==> src/rtl/neuron_mac.sv <==
// Binary-input neuron: serial weighted sum with saturating accumulator and strict threshold fire.
// Define NEURON_MAC_LEARN_EN to add target/learn ports and a one-cycle weight UPDATE state.
module neuron_mac #(
  parameter int unsigned N_IN   = 8,
  parameter int unsigned ADDR_W = 3,
  parameter int unsigned W_W    = 8,
  parameter int unsigned ACC_W  = 16
) (
  input  logic              clk,
  input  logic              rst_n,
  input  logic [N_IN-1:0]   in_vec,
  input  logic              in_valid,
  output logic              in_ready,
  input  logic [ACC_W-1:0]  threshold,
`ifdef NEURON_MAC_LEARN_EN
  input  logic              target,
  input  logic              learn,
`endif
  input  logic              wr_en,
  input  logic [ADDR_W-1:0] wr_addr,
  input  logic [W_W-1:0]    wr_data,
  output logic              wr_err,
  output logic              out_valid,
  input  logic              out_ready,
  output logic              out_fire,
  output logic [ACC_W-1:0]  out_sum
);

  localparam int unsigned Depth = 2**ADDR_W;
  localparam logic [ADDR_W:0] IdxEnd = (ADDR_W+1)'(N_IN);
  localparam logic [ADDR_W:0] IdxOne = (ADDR_W+1)'(1);

  localparam logic [1:0] StIdle   = 2'd0;
  localparam logic [1:0] StAcc    = 2'd1;
  localparam logic [1:0] StDone   = 2'd2;
`ifdef NEURON_MAC_LEARN_EN
  localparam logic [1:0] StUpdate = 2'd3;
`endif

  logic [1:0]       state_q, state_d;
  logic [ADDR_W:0]  idx_q;
  logic [ACC_W-1:0] acc_q;
  logic [Depth-1:0] vec_q;
  logic [ACC_W-1:0] thr_q;
  logic [ACC_W-1:0] sum_q;
  logic             fire_q;
  logic             wr_err_q;
  logic [W_W-1:0]   weight_q [Depth];
`ifdef NEURON_MAC_LEARN_EN
  logic             target_q;
  logic             learn_q;
`endif

  logic             accept;
  logic             wr_ok;
  logic             last;
  logic [W_W-1:0]   cur_w;
  logic [ACC_W:0]   acc_sum;
  logic [ACC_W-1:0] acc_sat;

  assign accept  = in_valid && in_ready;
  assign last    = (idx_q == IdxEnd);
  assign cur_w   = weight_q[idx_q[ADDR_W-1:0]];
  assign acc_sum = {1'b0, acc_q} + (ACC_W+1)'(cur_w);
  assign acc_sat = acc_sum[ACC_W] ? '1 : acc_sum[ACC_W-1:0];

  // A write loses to a same-cycle input handshake so the computation sees the old weights.
  assign wr_ok = wr_en && (state_q == StIdle) && !in_valid && ({1'b0, wr_addr} < IdxEnd);

  always_comb begin
    state_d = state_q;
    case (state_q)
      StIdle: if (accept) state_d = StAcc;
      StAcc:  if (last) state_d = StDone;
      StDone: begin
        if (out_ready) begin
`ifdef NEURON_MAC_LEARN_EN
          state_d = learn_q ? StUpdate : StIdle;
`else
          state_d = StIdle;
`endif
        end
      end
`ifdef NEURON_MAC_LEARN_EN
      StUpdate: state_d = StIdle;
`endif
      default: state_d = StIdle;
    endcase
  end

  always_ff @(posedge clk or negedge rst_n) begin
    if (!rst_n) begin
      state_q <= StIdle;
      idx_q   <= '0;
      acc_q   <= '0;
      vec_q   <= '0;
      thr_q   <= '0;
      sum_q   <= '0;
      fire_q  <= 1'b0;
`ifdef NEURON_MAC_LEARN_EN
      target_q <= 1'b0;
      learn_q  <= 1'b0;
`endif
    end else begin
      state_q <= state_d;
      if (accept) begin
        vec_q <= Depth'(in_vec);
        thr_q <= threshold;
        acc_q <= '0;
        idx_q <= '0;
`ifdef NEURON_MAC_LEARN_EN
        target_q <= target;
        learn_q  <= learn;
`endif
      end else if (state_q == StAcc) begin
        // Extra terminal step registers the result, giving N_IN+1 cycles of latency.
        if (last) begin
          sum_q  <= acc_q;
          fire_q <= (acc_q > thr_q);
        end else begin
          if (vec_q[idx_q[ADDR_W-1:0]]) acc_q <= acc_sat;
          idx_q <= idx_q + IdxOne;
        end
      end
    end
  end

  always_ff @(posedge clk or negedge rst_n) begin
    if (!rst_n) begin
      for (int i = 0; i < Depth; i++) weight_q[i] <= '0;
      wr_err_q <= 1'b0;
    end else begin
      wr_err_q <= wr_en && !wr_ok;
      if (wr_ok) weight_q[wr_addr] <= wr_data;
`ifdef NEURON_MAC_LEARN_EN
      if ((state_q == StUpdate) && (fire_q != target_q)) begin
        for (int i = 0; i < N_IN; i++) begin
          if (vec_q[i]) begin
            if (target_q && (weight_q[i] != '1)) begin
              weight_q[i] <= weight_q[i] + W_W'(1);
            end else if (!target_q && (weight_q[i] != '0)) begin
              weight_q[i] <= weight_q[i] - W_W'(1);
            end
          end
        end
      end
`endif
    end
  end

  assign in_ready  = (state_q == StIdle);
  assign out_valid = (state_q == StDone);
  assign out_fire  = fire_q;
  assign out_sum   = sum_q;
  assign wr_err    = wr_err_q;

endmodule

==> config.mk <==
export PLATFORM = sky130hd
export DESIGN_NAME = neuron_mac
export DESIGN_NICKNAME = d
export VERILOG_FILES = /design/src/rtl/neuron_mac.sv
export SDC_FILE = /design/constraint.sdc
export NUM_CORES = 1
export LEC_CHECK = 0
export ABC_AREA = 1
export ABC_CLOCK_PERIOD_IN_PS = 3800
export BUFFER_PORTS_ARGS = -buffer_cell sky130_fd_sc_hd__buf_2
export CAP_MARGIN = 10
export CORE_ASPECT_RATIO = 0.8
export CORE_UTILIZATION = 60
export CTS_CLUSTER_SIZE = 8
export DETAILED_ROUTE_END_ITERATION = 12
export PLACE_DENSITY = 0.8
export SETUP_SLACK_MARGIN = 0.5
export SYNTH_ARGS = -nofsm -noshare
export SYNTH_HDL_FRONTEND = slang
export SYNTH_SLANG_ARGS = --single-unit
==> constraint.sdc <==
create_clock -name clk -period 3.8 [get_ports clk]
set_input_delay 0.76 -clock clk [delete_from_list [all_inputs] [get_ports clk]]
set_output_delay 0.76 -clock clk [all_outputs]
set_load 0.005 [all_outputs]
* Word level (Yosys, flattened, before mapping)
Index checks and enable logic that the tools add are counted.
Cells by class: equal/unequal tests 7, add/sub/neg operators 2, $lt $le $gt $ge 5, reductions and logical operators 14, mux-type cells 20, bitwise gates (word level) 3
Operators with widths (count):
- 16-bit two-way mux | 5
- 64-bit bitwise mux | 1
- 8-bit binary-select mux with 3-bit select | 1
- 8-bit demux with 3-bit select | 1
- 8-bit two-way mux | 3
- 16-bit by 8-bit adder with 17-bit output | 1
- 16-bit greater-than comparator | 1
- 4-bit two-way mux | 3
- 3-bit AND reduction | 3
- 4-bit >= comparator (second input constant) | 2
- 3-bit inverter with 4-bit output | 2
- 2-bit two-way mux | 3
- 2-bit one-hot mux with 3 select lines | 1
- 1-bit logical AND | 5
- 4-bit by 1-bit adder with 4-bit output (second input constant) | 1
- 4-bit == test (second input constant) | 1
- 3-bit by 4-bit < comparator with 1-bit output (second input constant) | 1
- 4-bit by 1-bit < comparator with 1-bit output (second input constant) | 1
- 2-bit by 1-bit inequality test with 1-bit output (second input constant) | 2
- 2-bit inequality test (second input constant) | 2
- 2-bit nonzero test | 2
- 1-bit binary-select mux with 3-bit select | 1
- 2-bit by 1-bit == test with 1-bit output (second input constant) | 1
- 2-bit == test (second input constant) | 1
- other kinds (5) | 6
Word-level totals: logic and storage cells 67, output and inout port bits 20, input bits 40, bits in registers 128

* Depth between registers and ports, before layout
Gate-level depths: netlist (run 1).
depth in word-level cells 10, gate-level depth with buffers 19, depth with buffers taken out 17

* Least setup slack after synthesis (run 1)
No wires, ideal clock.
path type flip-flop to flip-flop, start reg idx_q[1], end reg acc_q[10], data required time 3.680 ns, library setup time 0.120 ns, cell stages (with the launch flop) 19, path buffers 4, setup slack 0.791 ns, data arrival time 2.889 ns, period minus slack after synthesis 3.009 ns, cell sequence dfrtp_1 buf_2 inv_1 clkbuf_1 buf_1 a21oi_1 o21ai_0 a31oi_1 ha_1 fa_1 nand3_1 nand2_1 nand2_1 nand2_1 nand4_1 buf_2 o21ai_0 nand2_1 nand2_1
Between the ends: cells in the longest elaborated chain, start to end 10, elaborated cells between the ends (all ways) 16, classes of those cells add/sub: 1; eq/ne: 2; mux: 10; bitwise: 1; reduce/logical: 2
RTL lines:
- start, declared | RTL line 41 | logic [ADDR_W:0] idx_q;
- start signal, assigned | RTL line 122 | idx_q <= idx_q + IdxOne;
- 3-bit inverter with 4-bit output (not written as such) | RTL line 63 | assign cur_w = weight_q[idx_q[ADDR_W-1:0]];
- 8-bit binary-select mux with 3-bit select | RTL line 63
- 8-bit two-way mux (not written as such) (2 in a row) | RTL line 63
- 16-bit by 8-bit adder with 17-bit output | RTL line 64 | assign acc_sum = {1'b0, acc_q} + (ACC_W+1)'(cur_w);
- 16-bit two-way mux | RTL line 65 | assign acc_sat = acc_sum[ACC_W] ? '1 : acc_sum[ACC_W-1:0];
- 16-bit two-way mux | RTL line 121 | if (vec_q[idx_q[ADDR_W-1:0]]) acc_q <= acc_sat;
- 16-bit two-way mux | RTL line 117 | if (last) begin
- 16-bit two-way mux | RTL line 115 | end else if (state_q == StAcc) begin
- 16-bit two-way mux | RTL line 106 | if (accept) begin
- end signal, assigned | RTL line 121
- end, declared | RTL line 42 | logic [ACC_W-1:0] acc_q;
Parallel ways exist; a longest one is shown, timed or not. The select of a mux whose other input is x is not followed. A chain may end at the register's enable or synchronous reset.

* Worst setup path after layout (run 1)
start reg idx_q[0], end reg acc_q[10]
The elaborated chain is that of the path after synthesis.

==> results of run 1 <==
## layer usage
metal	vias up	wire (um)
met5	-	0
met4	0	334
met3	34	1310
met2	259	7380
met1	2746	7600
li1	2788	-
## synth_stat cells, types with 3 or more instances
| master | n | area share |
|---|---|---|
| ha_1 | 26 | 0.049 |
| a21oi_1 | 66 | 0.050 |
| nor4_4 | 7 | 0.022 |
| clkbuf_1 | 17 | 0.0096 |
| nand2_1 | 213 | 0.12 |
| a31oi_1 | 9 | 0.0085 |
| buf_6 | 4 | 0.0068 |
| nand4_1 | 6 | 0.0056 |
| nor2_1 | 64 | 0.036 |
| inv_1 | 102 | 0.058 |
| buf_2 | 6 | 0.0045 |
| o21ai_1 | 22 | 0.017 |
| nand3_1 | 27 | 0.020 |
| dfrtp_1 | 128 | 0.48 |
| xnor2_1 | 3 | 0.0040 |
| mux2_2 | 3 | 0.0051 |
| o21ai_0 | 98 | 0.074 |
## registers in the layout, indices dropped and copies added (netlist names)
name / count
acc_q: 16
weight_q: 64
out_sum: 16
state_q: 2
out_fire: 1
wr_err: 1
idx_q: 4
thr_q: 16
vec_q: 8
## logic make-up after synthesis
| kind of cell | Yosys count | share of synthesized area |
|---|---|---|
| AND/OR/NAND/NOR | 327 | 0.216 |
| XOR/XNOR | 5 | 0.00659 |
| adder cells (fa/ha/maj) | 27 | 0.0520 |
| flip-flops | 128 | 0.482 |
| AO/OA/AOI/OAI | 198 | 0.152 |
| buffers and inverters | 139 | 0.0860 |
| multiplexers | 3 | 0.00508 |
## what timing repair did
action                                  CTS  global route
resized for setup                         0             4
gates cloned                              0             1
endpoints found under the setup margin    2            15
setup buffers                             1             0
endpoints found under the hold margin     0             0
pin swaps                                 1             0
## layout make-up
| cell class | instances | area share |
|---|---|---|
| inverter | 108 | 0.0547 |
| multi-input combinational | 560 | 0.378 |
| clock buffer | 21 | 0.0604 |
| tap | 140 | 0.0230 |
| timing repair inverter | 1 | 0.000657 |
| timing repair buffer | 67 | 0.0486 |
| clock inverter | 10 | 0.0148 |
| sequential | 128 | 0.420 |
## final timing paths
| path | startpoint | endpoint | slack (ns) | cells after the start |
|---|---|---|---|---|
| setup / recovery | idx_q[0]$_DFFE_PN0P_ | acc_q[10]$_DFFE_PN0P_ | 0.82 | 15 |
| hold / removal | rst_n | weight_q[63]$_DFFE_PN0P_ | 0.33 | 1 |
| setup reg to reg | idx_q[0]$_DFFE_PN0P_ | acc_q[10]$_DFFE_PN0P_ | 0.82 | 15 |
| hold reg to reg | out_fire$_DFFE_PN0P_ | out_fire$_DFFE_PN0P_ | 0.47 | 2 |
| max in group asynchronous | rst_n | weight_q[2]$_DFFE_PN0P_ | 2.68 | 2 |
| min in group clk | out_fire$_DFFE_PN0P_ | out_fire$_DFFE_PN0P_ | 0.47 | 2 |
## power by group through the flow
| stage | Clock [mW] | Combinational (mW) | Sequential, mW |
|---|---|---|---|
| 6_report | 1.58 | 3.30 | 2.42 |
| 4_1_cts | 1.59 | 3.24 | 2.40 |
| 3_5_place_dp | 0 | 3.21 | 2.41 |
| 5_1_grt | 1.66 | 3.80 | 2.48 |
| 3_3_place_gp | 0 | 3.06 | 2.38 |
| 2_1_floorplan | 0 | 2.43 | 2.27 |
==> flow_summary.json, run 1 <==
{
  "cp_max_fo": 35,
  "routabilityCongestion": 0.923,
  "area_delta_synth_final_pct": 14.7,
  "vias_per_cell": 5.63,
  "grt_pass1_wl_mm": 27.1,
  "switching_power_mw": 3.11,
  "grt_pass1_vias": 5464,
  "setup_violations": 0,
  "worstMarginPinSlew_ns": 0.967,
  "num-nets-final": 950,
  "synth_area_per_cell_um2": 8.04,
  "final_cells": 1035,
  "num-fill-cells": 792,
  "path_delay_family": "buffers and inverters",
  "syn_inst": 827,
  "synth_cell_types": 34,
  "dp.cells": 1002,
  "post-route-drc-count": 0,
  "hold_violations": 0,
  "grt_usage": 0.311,
  "core_area_um2": 10500,
  "cp_cell_sequence": "inv_4 -> buf_4 -> a21oi_1 -> o21ai_0 -> a31oi_1 -> ha_1 -> nand2_1 -> inv_1 -> a21oi_1 -> nand2_1 -> nand4_1 -> buf_4 -> o21ai_0 -> nand2_1 -> nand2_1",
  "ys_async_sr_fraction": 1.00,
  "synth_ff_type": "dfrtp_1",
  "dp_slack_ns": 0.536,
  "busiest_layer": "met2",
  "slew_headroom": 0.350,
  "cts.path.max_buffers": 2,
  "place.port_buffers": 59,
  "die_y_um": 96.1,
  "antennaDiodeCount": 0,
  "power_density_nw_per_um2": 959,
  "cts_inserted_buffers": 17,
  "syn_nets": 894,
  "mappedNetlistArea_um2": 6650,
  "most-common-layout-cells": "nand2_1 (213), dfrtp_1 (128), inv_1 (101)",
  "synth-edff-count": 0,
  "timing.final.crit_share": 0.785,
  "post-dp-hpwl_mm": 11.7,
  "cts_tree": "done",
  "multi_input_area_um2": 2880,
  "hold_path_class": "in -> async",
  "grt_overflow": 0,
  "antenna_found_initial": 0,
  "cp.required_ns": 4.10,
  "finalMaxSlewViolations": 0,
  "fin_worst_skew_ns": 0.0108,
  "place_area_um2": 7020,
  "clk_pin_slew_ns": 0.06,
  "wl_per_cell_um": 16.1,
  "setup_tns_ns": 0,
  "gr-usage-met2": 0.466,
  "switching_share": 0.426,
  "yosys_warnings": 0,
  "hold_ws_ns": 0.331,
  "met1_usage": 0.437,
  "cts_hold_buffers": 0,
  "regArea_um2": 3200,
  "met3_usage": 0.0693,
  "cp_slowest_cell": "dfrtp_1",
  "layout_commonest_cell": "nand2_1",
  "p_comb_frac": 0.452,
  "fmax_mhz": 335,
  "peakVddDrop_mv": 0.490,
  "htree_levels": 4,
  "clockPowerShare": 0.216,
  "cp-end-kind": "flop",
  "cts.sink_count": 128,
  "crit_top_cell": "nand2_1",
  "setup_slack_ns": 0.816,
  "outcome": "complete, no violations",
  "vias": 5827,
  "rsz0062_at_grt": "no",
  "intPower_mw": 4.19,
  "yosysSeqAreaShare": 0.482,
  "ant_nets": 0,
  "layout-drive-gt1-share": 0.134,
  "cp.arrival_ns": 3.29,
  "drtPass1Iterations": 6,
  "fp.dieW_um": 120,
  "ys_seq_elements": 128,
  "num_rows": 33,
  "p_total_mw": 7.30,
  "finalInstanceArea_um2": 7620,
  "seq_power_share": 0.331,
  "path_buf_inv": 4,
  "io-pin-count": 60,
  "die_area_um2": 11500,
  "grt_max_degree": 59,
  "clock_latency_ns": 0.42,
  "routed_wl_mm": 16.6,
  "total_leakage_power_nw": 3.89,
  "start_util": 0.634,
  "cp_slowest_stage_delay_ns": 0.42,
  "period_minus_slack_ns": 2.98,
  "cts-root-buf": "clkbuf_16",
  "start_kind": "flop",
  "drt_iter0_drc": 514,
  "cap_violations": 0,
  "worstSetupPathType": "reg -> reg",
  "finalCoreUtilization": 0.727
}
Power figures use the tool's default switching activity.
==> run 2, diff against run 1 <==
ABC_AREA = 0   (was 1)
ABC_CLOCK_PERIOD_IN_PS = 2800   (was 3800)
CORE_UTILIZATION = 59   (was 60)
PLACE_DENSITY = 0.79   (was 0.8)
clock period = 2.8 ns   (was 3.8 ns; I/O delays follow)
==> run 2 against run 1 <==
The flow now finishes with violations (negative setup slack). Synthesized cell count down 39%. Critical path depth down 4. Core utilization increased by 2.8 points. Register-to-register slack worse by 1.1 ns. Combinational power increased by 36%. Power up 32%. Worst hold slack got worse by 0.27 ns.
==> flow_summary.json, run 2 <==
{
  "outcome": "finished with violations",
  "violations": "negative setup slack",
  "synth-simple-area-share": 0.0910,
  "finalMaxSlewViolations": 0,
  "grt_pass1_vias": 4635,
  "io-pin-count": 60,
  "cp_slowest_cell": "mux4_2",
  "post-route-drc-count": 0,
  "die_y_um": 94.4,
  "clk_pin_slew_ns": 0.05,
  "grt_usage": 0.284,
  "core_area_um2": 10300,
  "num-fill-cells": 633,
  "rsz0062_at_grt": "yes",
  "syn_inst": 508,
  "dp.cells": 724,
  "slew_headroom": 0.478,
  "layout_commonest_cell": "dfrtp_1",
  "fin_worst_skew_ns": 0.00647,
  "synth_cell_types": 50,
  "most-common-layout-cells": "dfrtp_1 (127), mux2_2 (83), buf_2 (58)",
  "cts.path.max_buffers": 2,
  "yosys.area.top_type_share": 0.509,
  "yosys.area_share.adder": 0.0549,
  "cp.arrival_ns": 3.35,
  "synth_compound_area_frac": 0.0785,
  "cts-root-buf": "clkbuf_16",
  "vias_per_cell": 5.98,
  "yosysSeqAreaShare": 0.509,
  "p_total_mw": 9.66,
  "die_area_um2": 11100,
  "cts_inserted_buffers": 17,
  "cts.sink_count": 128,
  "worstSetupPathType": "reg -> reg",
  "mappedNetlistArea_um2": 6290,
  "total_leakage_power_nw": 3.75,
  "yosysMostFrequentCell": "dfrtp_1",
  "peakVddDrop_mv": 0.719,
  "cp_max_fo": 8,
  "cp-end-kind": "flop",
  "htree_levels": 4,
  "cts_tree": "done",
  "synthTopCellsByArea": "dfrtp_1 (51%), mux2_2 (16%), ha_1 (5.2%), mux4_2 (4.7%), nand2_1 (3.3%)",
  "vias": 4541,
  "area_delta_synth_final_pct": 23.8,
  "synth_xor_area_frac": 0.0125,
  "cts_hold_buffers": 0,
  "synth_mux_area_frac": 0.226,
  "start_kind": "flop",
  "regArea_um2": 3200,
  "final_cells": 759,
  "routabilityCongestion": 0.929,
  "syn_nets": 575,
  "setup_slack_ns": -0.262,
  "largest_reg_flops": 64,
  "post-dp-hpwl_mm": 9.71,
  "antenna_found_initial": 0,
  "finalCoreUtilization": 0.755,
  "setup_violations": 16,
  "synth_area_per_cell_um2": 12.4,
  "synth_top_area_cell": "dfrtp_1",
  "period_minus_slack_ns": 3.06,
  "cp_cell_sequence": "mux4_2 -> mux2_4 -> ha_4 -> fa_2 -> a21oi_4 -> o22ai_4 -> o31ai_4 -> nor4_4 -> buf_12 -> nor2_4 -> a21oi_1",
  "dp_slack_ns": -0.415,
  "clock_latency_ns": 0.42,
  "timing.final.crit_share": 1.09,
  "routed_wl_mm": 15.2,
  "wl_per_cell_um": 20.0,
  "antennaDiodeCount": 0,
  "place.port_buffers": 59,
  "num_rows": 33,
  "yosys_warnings": 0,
  "grt_overflow": 0,
  "power_density_nw_per_um2": 1240,
  "cp_slowest_stage_delay_ns": 0.51,
  "grt_max_degree": 70,
  "hold_path_class": "in -> async",
  "regToRegSetupSlack_ns": -0.26,
  "worstMarginPinSlew_ns": 0.781,
  "drtPass1Iterations": 5,
  "num-nets-final": 675,
  "layout-drive-gt1-share": 0.423,
  "multi_input_area_um2": 3120,
  "drt_iter0_drc": 373,
  "fp.dieW_um": 117,
  "top_register": "weight_q",
  "grt_pass1_wl_mm": 23.7,
  "ant_nets": 0,
  "fmax_mhz": 327,
  "cp.required_ns": 3.08,
  "synth_ff_type": "dfrtp_1",
  "cap_violations": 0,
  "start_util": 0.610,
  "hold_violations": 0,
  "ys_async_sr_fraction": 1.00,
  "synth-edff-count": 0,
  "synthTopCellsByCount": "dfrtp_1 (128), mux2_2 (88), nand2_1 (55)",
  "ys_seq_elements": 128,
  "synth_top_family_by_area": "multiplexers"
}
run 2: cell count changes after synthesis, moves of 13 or more:
cell and delta:
a21oi_1 -41, mux2_2 +85, nand3_1 -20, mux4_2 +13, o21ai_0 -71, nor2_1 -51
nand2_1 -158, inv_1 -76, o21ai_1 -22
run 2: kinds of logic after synthesis:
| kind of cell | after synthesis |
|---|---|
| buf+inv | 44 |
| simple gates | 114 |
| mux | 107 |
| xor+xnor | 9 |
| fa+ha+maj | 27 |
| compound gates | 79 |
| flops | 128 |
run 2: layer usage:
layer  up-vias  GRT usage  wire (um)
li1       2028          -          -
met1      2314      0.365       6350
met2       174      0.464       7580
met3        25     0.0821        966
met4         0      0.105        286
met5         -          0          0
run 2: worst paths after layout:
check	startpoint	endpoint	cells past startpoint
setup / recovery	idx_q[0]$_DFFE_PN0P_	acc_q[2]$_DFFE_PN0P_	11
hold / removal	rst_n	weight_q[21]$_DFFE_PN0P_	1
setup reg to reg	idx_q[0]$_DFFE_PN0P_	acc_q[2]$_DFFE_PN0P_	11
hold reg to reg	vec_q[4]$_DFFE_PN0P_	vec_q[4]$_DFFE_PN0P_	2
max in group asynchronous	rst_n	thr_q[11]$_DFFE_PN0P_	2
min in group clk	in_vec[0]	vec_q[0]$_DFFE_PN0P_	3
run 2: worst max-delay path: cells and delay by family (launching register included):
| family | cells | cell delay [ns] |
|---|---|---|
| flops | 1 | 0.44 |
| mux | 2 | 0.81 |
| fa+ha+maj | 2 | 0.55 |
| buf+inv | 1 | 0.14 |
| compound gates | 4 | 0.70 |
| simple gates | 2 | 0.29 |
run 2: power by group:
part           total, mW  internal [mW]  switching (mW)
combinational       4.50           2.32            2.19
clock               2.06           1.30           0.762
sequential          3.10           2.58           0.515
total               9.66           6.19            3.46
run 2: metrics by stage:
step | hold slack, ns | cell area (um2) | setup TNS (ns)
after CTS | 0.0699 | 7690 | -2.90
final | 0.0646 | 7790 | -3.45
after floorplan | 0.264 | 6340 | -3.94
after global placement | 0.450 | 7000 | -3.90
after detailed placement | 0.462 | 7000 | -5.53
after global routing | 0.0768 | 7790 | -5.03
run 2: what timing repair did:
action | 4_1_cts | 5_1_grt
pin swaps | 13 | 8
resized for setup | 19 | 17
gates cloned | 0 | 0
endpoints found under the setup margin | 16 | 17
setup buffers | 4 | 1
run 2: area by class of cell:
| type | instances | share of cell area |
|---|---|---|
| Tap cell | 140 | 0.0225 |
| Timing Repair Buffer | 99 | 0.0824 |
| Sequential cell | 128 | 0.411 |
| Clock inverter | 6 | 0.00739 |
| Multi-Input combinational cell | 336 | 0.401 |
| Clock buffer | 24 | 0.0631 |
| Inverter | 26 | 0.0125 |
==> run 3, diff against run 2 <==
HOLD_SLACK_MARGIN = 0.15   (was not set)
==> run 3 against run 2 <==
Highest routed layer unchanged. Register-to-register slack about the same. Count of clock-buffer cells in the layout stayed put. Worst hold slack better by 0.27 ns. The flow still finishes with violations (negative setup slack). Critical endpoint unchanged. Routed wire length fell by 0.21%. Non-clock buffer count increased by 1. First-iteration DRC count grew 0.54%. Clock skew down 0.0011 ns. Sequential cell count unchanged. Die area unchanged. Sequential share of layout area decreased by 0.053 points. Core utilization increased by 0.097 points.
==> flow_summary.json, run 3 (synthesized netlist as in run 2, its figures left out) <==
{
  "cp-end-kind": "flop",
  "intPower_mw": 6.20,
  "clk_pin_slew_ns": 0.05,
  "hold_violations": 0,
  "finalInstanceArea_um2": 7800,
  "peakVddDrop_mv": 0.717,
  "cp.required_ns": 3.08,
  "num-nets-final": 676,
  "worstMarginPinSlew_ns": 0.772,
  "rr_endpoint": "acc_q[2]$_DFFE_PN0P_",
  "cp_cell_sequence": "mux4_2 -> mux2_4 -> ha_4 -> fa_2 -> a21oi_4 -> o22ai_4 -> o31ai_4 -> nor4_4 -> buf_12 -> nor2_4 -> a21oi_1",
  "ant_nets": 0,
  "htree_levels": 4,
  "clockPowerShare": 0.213,
  "setup_violations": 16,
  "cap_violations": 0,
  "largest_reg_flops": 64,
  "gr-usage-met2": 0.464,
  "grt_overflow": 0,
  "fin_worst_skew_ns": 0.00532,
  "total_leakage_power_nw": 3.75,
  "setup_slack_ns": -0.266,
  "cts.sink_count": 128,
  "grt_pass1_wl_mm": 23.7,
  "cp.arrival_ns": 3.35,
  "die_area_um2": 11100,
  "power_density_nw_per_um2": 1240,
  "finalMaxSlewViolations": 0,
  "worstSetupPathType": "reg -> reg",
  "place_area_um2": 7000,
  "core_area_um2": 10300,
  "num_rows": 33,
  "switching_share": 0.359,
  "top_register": "weight_q",
  "grt_pass1_vias": 4635,
  "setup_tns_ns": -3.47,
  "start_kind": "flop",
  "cts_inserted_buffers": 17,
  "vias": 4553,
  "met3_usage": 0.0821,
  "startpoint": "idx_q[0]$_DFFE_PN0P_",
  "antenna_found_initial": 0,
  "slew_headroom": 0.484,
  "drtPass1Iterations": 6,
  "r2r-start": "idx_q[0]$_DFFE_PN0P_",
  "post-route-drc-count": 0,
  "cp_slowest_cell": "mux4_2",
  "timing.final.crit_share": 1.09,
  "wl_per_cell_um": 19.9,
  "routabilityCongestion": 0.929,
  "grt_usage": 0.284,
  "cp_slowest_stage_delay_ns": 0.51,
  "seq_power_share": 0.321,
  "ff2ff_path_depth": 11,
  "met1_usage": 0.365,
  "cts-root-buf": "clkbuf_16",
  "cp-endpoint": "acc_q[2]$_DFFE_PN0P_",
  "fmax_mhz": 326,
  "grt_max_degree": 70,
  "clock_latency_ns": 0.42,
  "area_delta_synth_final_pct": 23.9,
  "place.port_buffers": 59,
  "violations": "negative setup slack",
  "hold_path_class": "in -> reg",
  "io-pin-count": 60,
  "busiest_layer": "met2",
  "path_buf_inv": 1,
  "die_y_um": 94.4,
  "dp_slack_ns": -0.415,
  "finalCoreUtilization": 0.756,
  "rsz0062_at_grt": "yes",
  "post-dp-hpwl_mm": 9.71,
  "outcome": "finished with violations",
  "antennaDiodeCount": 0,
  "path_delay_family": "multiplexers",
  "fp.dieW_um": 117,
  "period_minus_slack_ns": 3.07,
  "cp_max_fo": 8,
  "most-common-layout-cells": "dfrtp_1 (127), mux2_2 (83), buf_2 (58)",
  "routed_wl_mm": 15.1,
  "start_util": 0.610,
  "vias_per_cell": 5.99,
  "cts.path.max_buffers": 2,
  "p_comb_frac": 0.466,
  "switching_power_mw": 3.46,
  "layout-drive-gt1-share": 0.423,
  "layout_commonest_cell": "dfrtp_1",
  "regToRegSetupSlack_ns": -0.27,
  "critical_path_depth": 11,
  "cts_tree": "done",
  "drt_iter0_drc": 375
}
## run 3: worst min path at each step
stage                          from                   end  cells after the start
5_1_grt                   in_vec[2]  vec_q[2]$_DFFE_PN0P_                      3
4_1_cts                   in_vec[0]  vec_q[0]$_DFFE_PN0P_                      3
3_3_place_gp   vec_q[3]$_DFFE_PN0P_  vec_q[3]$_DFFE_PN0P_                      2
3_5_place_dp   vec_q[4]$_DFFE_PN0P_  vec_q[4]$_DFFE_PN0P_                      2
6_report                  in_vec[0]  vec_q[0]$_DFFE_PN0P_                      3
2_1_floorplan                 rst_n  acc_q[0]$_DFFE_PN0P_                      0
## run 3: layout make-up
type / count / area, um2
Fill cell: 632 / 2520
Clock inverter: 6 / 57.6
Tap cell: 140 / 175
Multi-Input combinational cell: 336 / 3120
Timing Repair Buffer: 100 / 652
Sequential cell: 128 / 3200
Clock buffer: 24 / 492
Inverter: 26 / 97.6
## run 3: worst reg2reg max path, stage by stage, from the launching register on
cell and delay, ns:
dfrtp_2 0.44, mux4_2 0.51, mux2_4 0.30, ha_4 0.17, fa_2 0.38, a21oi_4 0.21, o22ai_4 0.12, o31ai_4 0.25
nor4_4 0.09, buf_12 0.14, nor2_4 0.20, a21oi_1 0.12
## run 3: power by group through the flow
| stage | Clock [mW] | Sequential (mW) | Combinational (mW) |
|---|---|---|---|
| 2_1_floorplan | 0 | 2.89 | 2.66 |
| 3_3_place_gp | 0 | 3.01 | 3.58 |
| 3_5_place_dp | 0 | 3.07 | 3.77 |
| 4_1_cts | 2.08 | 3.06 | 4.08 |
| 5_1_grt | 2.18 | 3.17 | 4.85 |
| 6_report | 2.06 | 3.10 | 4.50 |
## run 3: layer usage
| layer | wire (um) | up-vias |
|---|---|---|
| li1 | - | 2031 |
| met1 | 6380 | 2315 |
| met2 | 7530 | 181 |
| met3 | 944 | 26 |
| met4 | 289 | 0 |
| met5 | 0 | - |
## run 3: repair_timing
action	in CTS	in global routing
hold endpoints to repair	26	0
setup endpoints to repair	16	17
pin swaps	13	8
hold buffers	1	0
setup buffers	4	1
gates resized for setup	19	17
gates cloned	0	0
## run 3: metrics by stage
| stage | total power, mW | std cells | hold slack, ns |
|---|---|---|---|
| after floorplan | 5.55 | 508 | 0.264 |
| after global placement | 6.59 | 724 | 0.450 |
| after detailed placement | 6.84 | 724 | 0.462 |
| after CTS | 9.22 | 759 | 0.327 |
| after global routing | 10.2 | 760 | 0.336 |
| final | 9.66 | 760 | 0.333 |
